==> config.mk <==
export PLATFORM = sky130hd
export DESIGN_NAME = pong_engine
export DESIGN_NICKNAME = d
export VERILOG_FILES = /design/src/rtl/pong_engine.sv
export SDC_FILE = /design/constraint.sdc
export NUM_CORES = 1
export LEC_CHECK = 0
export CORE_MARGIN = 4
export CORE_UTILIZATION = 30
export DETAILED_ROUTE_END_ITERATION = 10
export PLACE_DENSITY_LB_ADDON = 0.08
export SETUP_SLACK_MARGIN = 0.5
export SYNTH_ARGS = -nofsm -noshare
export SYNTH_HDL_FRONTEND = slang
export SYNTH_SLANG_ARGS = --single-unit
export TNS_END_PERCENT = 100
==> constraint.sdc <==
create_clock -name iVGA_CLK -period 12.6 [get_ports iVGA_CLK]
set_clock_uncertainty 0.1 [all_clocks]
set_input_delay 2.52 -clock iVGA_CLK [delete_from_list [all_inputs] [get_ports iVGA_CLK]]
set_output_delay 2.52 -clock iVGA_CLK [all_outputs]
set_load 0.02 [all_outputs]
==> src/rtl/pong_engine.sv <==
// Two-player pong core: tick-paced ball/paddle kinematics, serve/play/point FSM,
// scoring, and a registered per-pixel object query for the colour mux.
module pong_engine #(
    parameter int H_RES       = 640,
    parameter int V_RES       = 480,
    parameter int CW          = 10,
    parameter int PAD_L_X     = 8,
    parameter int PAD_R_X     = 628,
    parameter int PAD_W       = 3,
    parameter int PAD_HALF    = 30,
    parameter int BALL_R      = 3,
    parameter int TICK_DIV    = 100000,
    parameter int SERVE_TICKS = 60,
    parameter int SW          = 3,
    parameter int WIN_SCORE   = 7
) (
    input  logic          iVGA_CLK,
    input  logic          iRST_n,
    input  logic          iSTART,
    input  logic          iUP_1,
    input  logic          iDN_1,
    input  logic          iUP_2,
    input  logic          iDN_2,
    input  logic [CW-1:0] iPX,
    input  logic [CW-1:0] iPY,
    output logic [CW-1:0] oBALL_X,
    output logic [CW-1:0] oBALL_Y,
    output logic [CW-1:0] oPAD1_Y,
    output logic [CW-1:0] oPAD2_Y,
    output logic [SW-1:0] oSCORE_1,
    output logic [SW-1:0] oSCORE_2,
    output logic [1:0]    oSTATE,
    output logic [1:0]    oOBJ_ID
);
    localparam int DW  = $clog2(TICK_DIV);
    localparam int SCW = $clog2(SERVE_TICKS + 1);
    localparam logic [CW-1:0] X_MID   = CW'(H_RES / 2);
    localparam logic [CW-1:0] Y_MID   = CW'(V_RES / 2);
    localparam logic [CW-1:0] X_LAST  = CW'(H_RES - 1);
    localparam logic [CW-1:0] Y_LAST  = CW'(V_RES - 1);
    localparam logic [CW-1:0] PAD_MIN = CW'(PAD_HALF);
    localparam logic [CW-1:0] PAD_MAX = CW'(V_RES - 1 - PAD_HALF);
    localparam logic [CW-1:0] HIT_L_X = CW'(PAD_L_X + PAD_W);
    localparam logic [CW-1:0] HIT_R_X = CW'(PAD_R_X - 1);
    localparam logic [1:0] DIR_NONE = 2'd0, DIR_UP = 2'd1, DIR_DN = 2'd2;

    typedef enum logic [1:0] {S_IDLE = 2'd0, S_SERVE = 2'd1, S_PLAY = 2'd2, S_OVER = 2'd3} state_t;

    state_t             r_state;
    logic [DW-1:0]      r_div;
    logic [SCW-1:0]     r_serve;
    logic [CW-1:0]      r_bx, r_by;
    logic               r_vx_neg;
    logic signed [1:0]  r_vy;
    logic [SW-1:0]      r_score1, r_score2;
    logic [1:0]         r_obj;

    logic               w_tick;
    logic [1:0]         w_up, w_dn, w_ball_near, w_obj_pad;
    logic [CW-1:0]      w_pad [2];
    logic [1:0]         w_dir [2];

    assign w_tick = (r_div == DW'(TICK_DIV - 1));
    assign w_up   = {iUP_2, iUP_1};
    assign w_dn   = {iDN_2, iDN_1};

    genvar gi;
    generate
        for (gi = 0; gi < 2; gi++) begin : g_pad
            localparam int PX = (gi == 0) ? PAD_L_X : PAD_R_X;
            logic [CW-1:0] r_pad;
            logic [1:0]    r_dir;

            // Up wins over down; a press blocked by the clamp records no motion.
            always_ff @(posedge iVGA_CLK or negedge iRST_n) begin
                if (!iRST_n) begin
                    r_pad <= Y_MID;
                    r_dir <= DIR_NONE;
                end else if (w_tick && r_state != S_OVER) begin
                    if (w_up[gi] && r_pad > PAD_MIN) begin
                        r_pad <= r_pad - 1'b1;
                        r_dir <= DIR_UP;
                    end else if (!w_up[gi] && w_dn[gi] && r_pad < PAD_MAX) begin
                        r_pad <= r_pad + 1'b1;
                        r_dir <= DIR_DN;
                    end else begin
                        r_dir <= DIR_NONE;
                    end
                end
            end

            assign w_pad[gi] = r_pad;
            assign w_dir[gi] = r_dir;
            assign w_ball_near[gi] = ({1'b0, r_by} + (CW+1)'(PAD_HALF) >= {1'b0, r_pad}) &&
                                     ({1'b0, r_pad} + (CW+1)'(PAD_HALF) >= {1'b0, r_by});
            assign w_obj_pad[gi] = (iPX >= CW'(PX)) && (iPX <= CW'(PX + PAD_W - 1)) &&
                                   ({1'b0, iPY} + (CW+1)'(PAD_HALF) >= {1'b0, r_pad}) &&
                                   ({1'b0, r_pad} + (CW+1)'(PAD_HALF) >= {1'b0, iPY});
        end
    endgenerate

    logic              w_hit_l, w_hit_r, w_vx_neg_n, w_obj_ball;
    logic signed [1:0] w_vy_n;
    logic [CW-1:0]     w_bx_n, w_by_n;
    logic [SW-1:0]     w_score1_inc, w_score2_inc;

    assign w_hit_l = r_vx_neg && (r_bx == HIT_L_X) && w_ball_near[0];
    assign w_hit_r = !r_vx_neg && (r_bx == HIT_R_X) && w_ball_near[1];
    assign w_score1_inc = r_score1 + 1'b1;
    assign w_score2_inc = r_score2 + 1'b1;

    // Paddle reflection first, then the wall sees the already-updated vy.
    always_comb begin
        w_vx_neg_n = r_vx_neg;
        w_vy_n     = r_vy;
        if (w_hit_l) begin
            w_vx_neg_n = 1'b0;
            if (w_dir[0] == DIR_UP)      w_vy_n = -2'sd1;
            else if (w_dir[0] == DIR_DN) w_vy_n = 2'sd1;
        end
        if (w_hit_r) begin
            w_vx_neg_n = 1'b1;
            if (w_dir[1] == DIR_UP)      w_vy_n = -2'sd1;
            else if (w_dir[1] == DIR_DN) w_vy_n = 2'sd1;
        end
        if (r_by == '0 && w_vy_n == -2'sd1)        w_vy_n = 2'sd1;
        else if (r_by == Y_LAST && w_vy_n == 2'sd1) w_vy_n = -2'sd1;
        w_bx_n = w_vx_neg_n ? r_bx - 1'b1 : r_bx + 1'b1;
        w_by_n = r_by;
        if (w_vy_n == 2'sd1)       w_by_n = r_by + 1'b1;
        else if (w_vy_n == -2'sd1) w_by_n = r_by - 1'b1;
    end

    always_ff @(posedge iVGA_CLK or negedge iRST_n) begin
        if (!iRST_n) begin
            r_state  <= S_IDLE;
            r_div    <= '0;
            r_serve  <= '0;
            r_bx     <= X_MID;
            r_by     <= Y_MID;
            r_vx_neg <= 1'b1;
            r_vy     <= 2'sd0;
            r_score1 <= '0;
            r_score2 <= '0;
        end else begin
            r_div <= w_tick ? '0 : r_div + 1'b1;
            case (r_state)
                S_IDLE, S_OVER: begin
                    if (iSTART) begin
                        r_state  <= S_SERVE;
                        r_serve  <= '0;
                        r_score1 <= '0;
                        r_score2 <= '0;
                    end
                end
                S_SERVE: begin
                    if (w_tick) begin
                        if (r_serve == SCW'(SERVE_TICKS - 1)) begin
                            r_serve <= SCW'(SERVE_TICKS);
                            r_state <= S_PLAY;
                        end else begin
                            r_serve <= r_serve + 1'b1;
                        end
                    end
                end
                S_PLAY: begin
                    if (w_tick) begin
                        if (r_bx == '0 || r_bx == X_LAST) begin
                            r_bx     <= X_MID;
                            r_by     <= Y_MID;
                            r_vy     <= 2'sd0;
                            r_serve  <= '0;
                            r_vx_neg <= (r_bx != '0);
                            if (r_bx == '0) begin
                                r_score2 <= w_score2_inc;
                                r_state  <= (w_score2_inc == SW'(WIN_SCORE)) ? S_OVER : S_SERVE;
                            end else begin
                                r_score1 <= w_score1_inc;
                                r_state  <= (w_score1_inc == SW'(WIN_SCORE)) ? S_OVER : S_SERVE;
                            end
                        end else begin
                            r_bx     <= w_bx_n;
                            r_by     <= w_by_n;
                            r_vx_neg <= w_vx_neg_n;
                            r_vy     <= w_vy_n;
                        end
                    end
                end
            endcase
        end
    end

    // Widened sums keep the region test free of underflow near the edges.
    assign w_obj_ball = ({1'b0, iPX} + (CW+1)'(BALL_R) >= {1'b0, r_bx}) &&
                        ({1'b0, r_bx} + (CW+1)'(BALL_R) >= {1'b0, iPX}) &&
                        ({1'b0, iPY} + (CW+1)'(BALL_R) >= {1'b0, r_by}) &&
                        ({1'b0, r_by} + (CW+1)'(BALL_R) >= {1'b0, iPY});

    always_ff @(posedge iVGA_CLK or negedge iRST_n) begin
        if (!iRST_n)           r_obj <= 2'd0;
        else if (w_obj_ball)   r_obj <= 2'd3;
        else if (w_obj_pad[0]) r_obj <= 2'd1;
        else if (w_obj_pad[1]) r_obj <= 2'd2;
        else                   r_obj <= 2'd0;
    end

    assign oBALL_X  = r_bx;
    assign oBALL_Y  = r_by;
    assign oPAD1_Y  = w_pad[0];
    assign oPAD2_Y  = w_pad[1];
    assign oSCORE_1 = r_score1;
    assign oSCORE_2 = r_score2;
    assign oSTATE   = r_state;
    assign oOBJ_ID  = r_obj;
endmodule

==> results.json <==
{
  "outcome": "finished, final reports clean",
  "rows": 62,
  "drtAntennaViolNets": 0,
  "startpoint_type": "flip-flop",
  "final_layout_size_suffix_gt1_frac": 0.0513,
  "dr.pass1.iters": 5,
  "io_buffers": 76,
  "startpoint": "oPAD1_Y[3]",
  "slew_headroom": 0.255,
  "synth_flop_cell": "dfrtp_1",
  "hold_start": "r_div[0]",
  "gr-total-overflow": 0,
  "grt.total_usage": 0.168,
  "path_cells": "o41ai_4 -> nor3_1 -> xnor2_1 -> ha_1 -> a211oi_1 -> o21ai_0 -> o221ai_1 -> a21oi_2 -> a32o_1 -> a2bb2oi_1 -> o21ba_1 -> mux2_2 -> nand2_1 -> ha_1 -> a21o_1 -> a21oi_1 -> o21bai_1 -> a2111oi_0 -> o31a_1 -> o21ai_1 -> or3_1 -> nand4_1 -> o41a_1",
  "hold_violations": 0,
  "layout_min_cycle_time_ns": 6.50,
  "post-dp-hpwl_um": 21700,
  "die_area_um2": 32400,
  "cp-end-kind": "flip-flop",
  "nets": 1308,
  "min_path_type": "flip-flop to flip-flop",
  "ys_types": 75,
  "leakagePower_nw": 4.61,
  "clk_path_buf_depth": 2,
  "worst_pin_slew_ns": 1.11,
  "fin_crit_sh": 0.516,
  "root_buffer": "clkbuf_16",
  "drtIter0Drc": 367,
  "cts_sinks": 80,
  "grt_max_degree": 62,
  "worstPathArrival_ns": 6.68,
  "insertion_delay_ns": 0.35,
  "ys_warn_count": 0,
  "cts_hold_buf": 0,
  "wirelength_um": 27400,
  "vias_per_cell": 5.01,
  "rsz0062_at_grt": "false",
  "fin_setup_tns_ns": 0,
  "synth_fp_nets": 1230,
  "fp.dieW_um": 180,
  "holdWs_ns": 0.399,
  "h-tree-depth": 3,
  "maxCapViolCount": 0,
  "syn_inst": 1029,
  "num_io_pins": 77,
  "diodes": 0,
  "critical_path.max_stage_delay_ns": 0.56,
  "async_flop_share": 1.00,
  "syn_area_um2": 8880,
  "cp_max_fo": 9,
  "clkTransAtPathRegs_ns": 0.07,
  "fillers": 2966,
  "cp.required_ns": 12.78,
  "numCtsBuffers": 9,
  "die_h_um": 180,
  "wire_per_inst_um": 18.3,
  "yosys.area.top_type": "ha_1",
  "criticalPathCategory": "flip-flop to flip-flop",
  "cts_resized": 0,
  "p_per_area_nw_per_um2": 65.9,
  "max_freq_mhz": 154,
  "grt_pass1_wl_um": 43600,
  "antenna_found_initial": 0,
  "start_util": 0.307,
  "synth_area_per_cell_um2": 8.63,
  "synth.area.top_cells": "ha_1, dfrtp_1, xnor2_1",
  "cpMaxStageDelayCell": "a2111oi_0",
  "crit_path_frequent_cell": "ha_1",
  "synthToLayoutAreaGrowth_pct": 16.8,
  "vias": 7502,
  "vdd_ir_drop_max_uv": 84.2,
  "grt_pass1_vias": 7479,
  "tritoncts": "yes",
  "synth_enable_flop_cells": 0,
  "core_region_area_um2": 28900,
  "setup_violations": 0,
  "synth_top_area_frac": 0.239,
  "utilization": 0.359,
  "ys_ff_latch": 80,
  "post_cts_buffers": 0,
  "place_congestion": 0.822,
  "yosysSeqAreaShare": 0.227,
  "r2r-start": "oPAD1_Y[3]",
  "drc": 0,
  "finalMaxSlewViolations": 0
}
## worst max-delay path: cells and delay by family (launching register included)
family | cells | cell delay (ns)
compound gates | 15 | 3.75
xor+xnor | 1 | 0.21
fa+ha+maj | 2 | 0.61
flops | 1 | 0.50
mux | 1 | 0.40
simple gates | 4 | 0.83
## cell families after synthesis
logic type	count (synthesis)	synth area share
multiplexers	5	0.00606
XOR/XNOR	108	0.106
AO/OA/AOI/OAI	268	0.198
buffers and inverters	105	0.0470
adder cells (fa/ha/maj)	174	0.248
flip-flops	80	0.227
AND/OR/NAND/NOR	289	0.167
## state kept, by name, summed over array words and instances, names as in the netlist, 4 cells and up
signal and count:
g_pad.r_dir 4, oBALL_X 10, oBALL_Y 10, oPAD1_Y 10, oPAD2_Y 10, r_div 17, r_serve 6
## cell type report
type,count,area (um^2),area share
tap,384,480,0.0463
clock buffer,10,239,0.0230
clock inverter,6,50.0,0.00482
inverter,90,338,0.0326
sequential,80,2020,0.195
timing repair buffer,82,803,0.0774
multi-input combinational,844,6440,0.621
## synth_stat cells, types with 4 or more instances
cell      count
xnor2_1      79
nor3_1       20
nand4_1      21
o22ai_1      11
nor2_1       51
or4_1         4
a21oi_1      73
a211oi_1      4
a21o_1       41
inv_1        88
nor4b_1       4
a31oi_1      10
or3_1         9
clkbuf_1      7
a22o_1        6
and3_1        5
o31ai_1       6
o21bai_1     11
fa_1          4
nor2b_1       8
ha_1        170
dfrtp_1      65
and2_1        5
xor2_1       29
o21ai_0      65
nor4_1        6
a22oi_1       4
a211o_1       6
nand3_1      35
nand2_1      84
dfstp_2      15
nand2b_1     18
## worst paths after layout
check / endpoint / slack, ns / cells after the start
min: r_div[0] / 0.40 / 1
min in group asynchronous: oPAD2_Y[0] / 1.95 / 1
max reg2reg: oBALL_Y[9] / 6.10 / 23
max: oBALL_Y[9] / 6.10 / 23
min reg2reg: r_div[0] / 0.40 / 1
max in group asynchronous: oBALL_Y[8] / 9.28 / 2
## power by group
| group | total (mW) | internal (mW) | leakage, nW | switching, mW |
|---|---|---|---|---|
| clock network | 0.268 | 0.142 | 0.141 | 0.126 |
| logic | 0.142 | 0.0587 | 3.44 | 0.0838 |
| registers | 0.273 | 0.264 | 1.03 | 0.00908 |
| total | 0.684 | 0.465 | 4.61 | 0.219 |
## metrics by stage
step	setup WS [ns]	area, um^2	power [mW]	std cells
detailed placement	6.14	10100	0.422	1480
global route	5.53	10400	0.727	1496
global placement	6.31	10100	0.423	1480
finish	6.10	10400	0.684	1496
floorplan	6.87	8880	0.368	1029
CTS	6.11	10400	0.700	1496
## routing by layer
layer | track usage | vias up | part of all wire
met4 | 0.0296 | 0 | 0.010
met1 | 0.250 | 3512 | 0.52
li1 | - | 3875 | -
met5 | 0 | - | 0
met2 | 0.260 | 97 | 0.44
met3 | 0.0279 | 18 | 0.030
## cell usage in the layout (no fill, tap or decap), drive strengths merged, types with 41 or more instances in the layout
cell           count
xnor2             79
ha               170
o21ai             68
inv               91
nor2              51
dfrtp             65
a21o              41
a21oi             75
clkdlybuf4s50     75
nand2             84
Note: power is estimated with default switching activity, not from simulation.
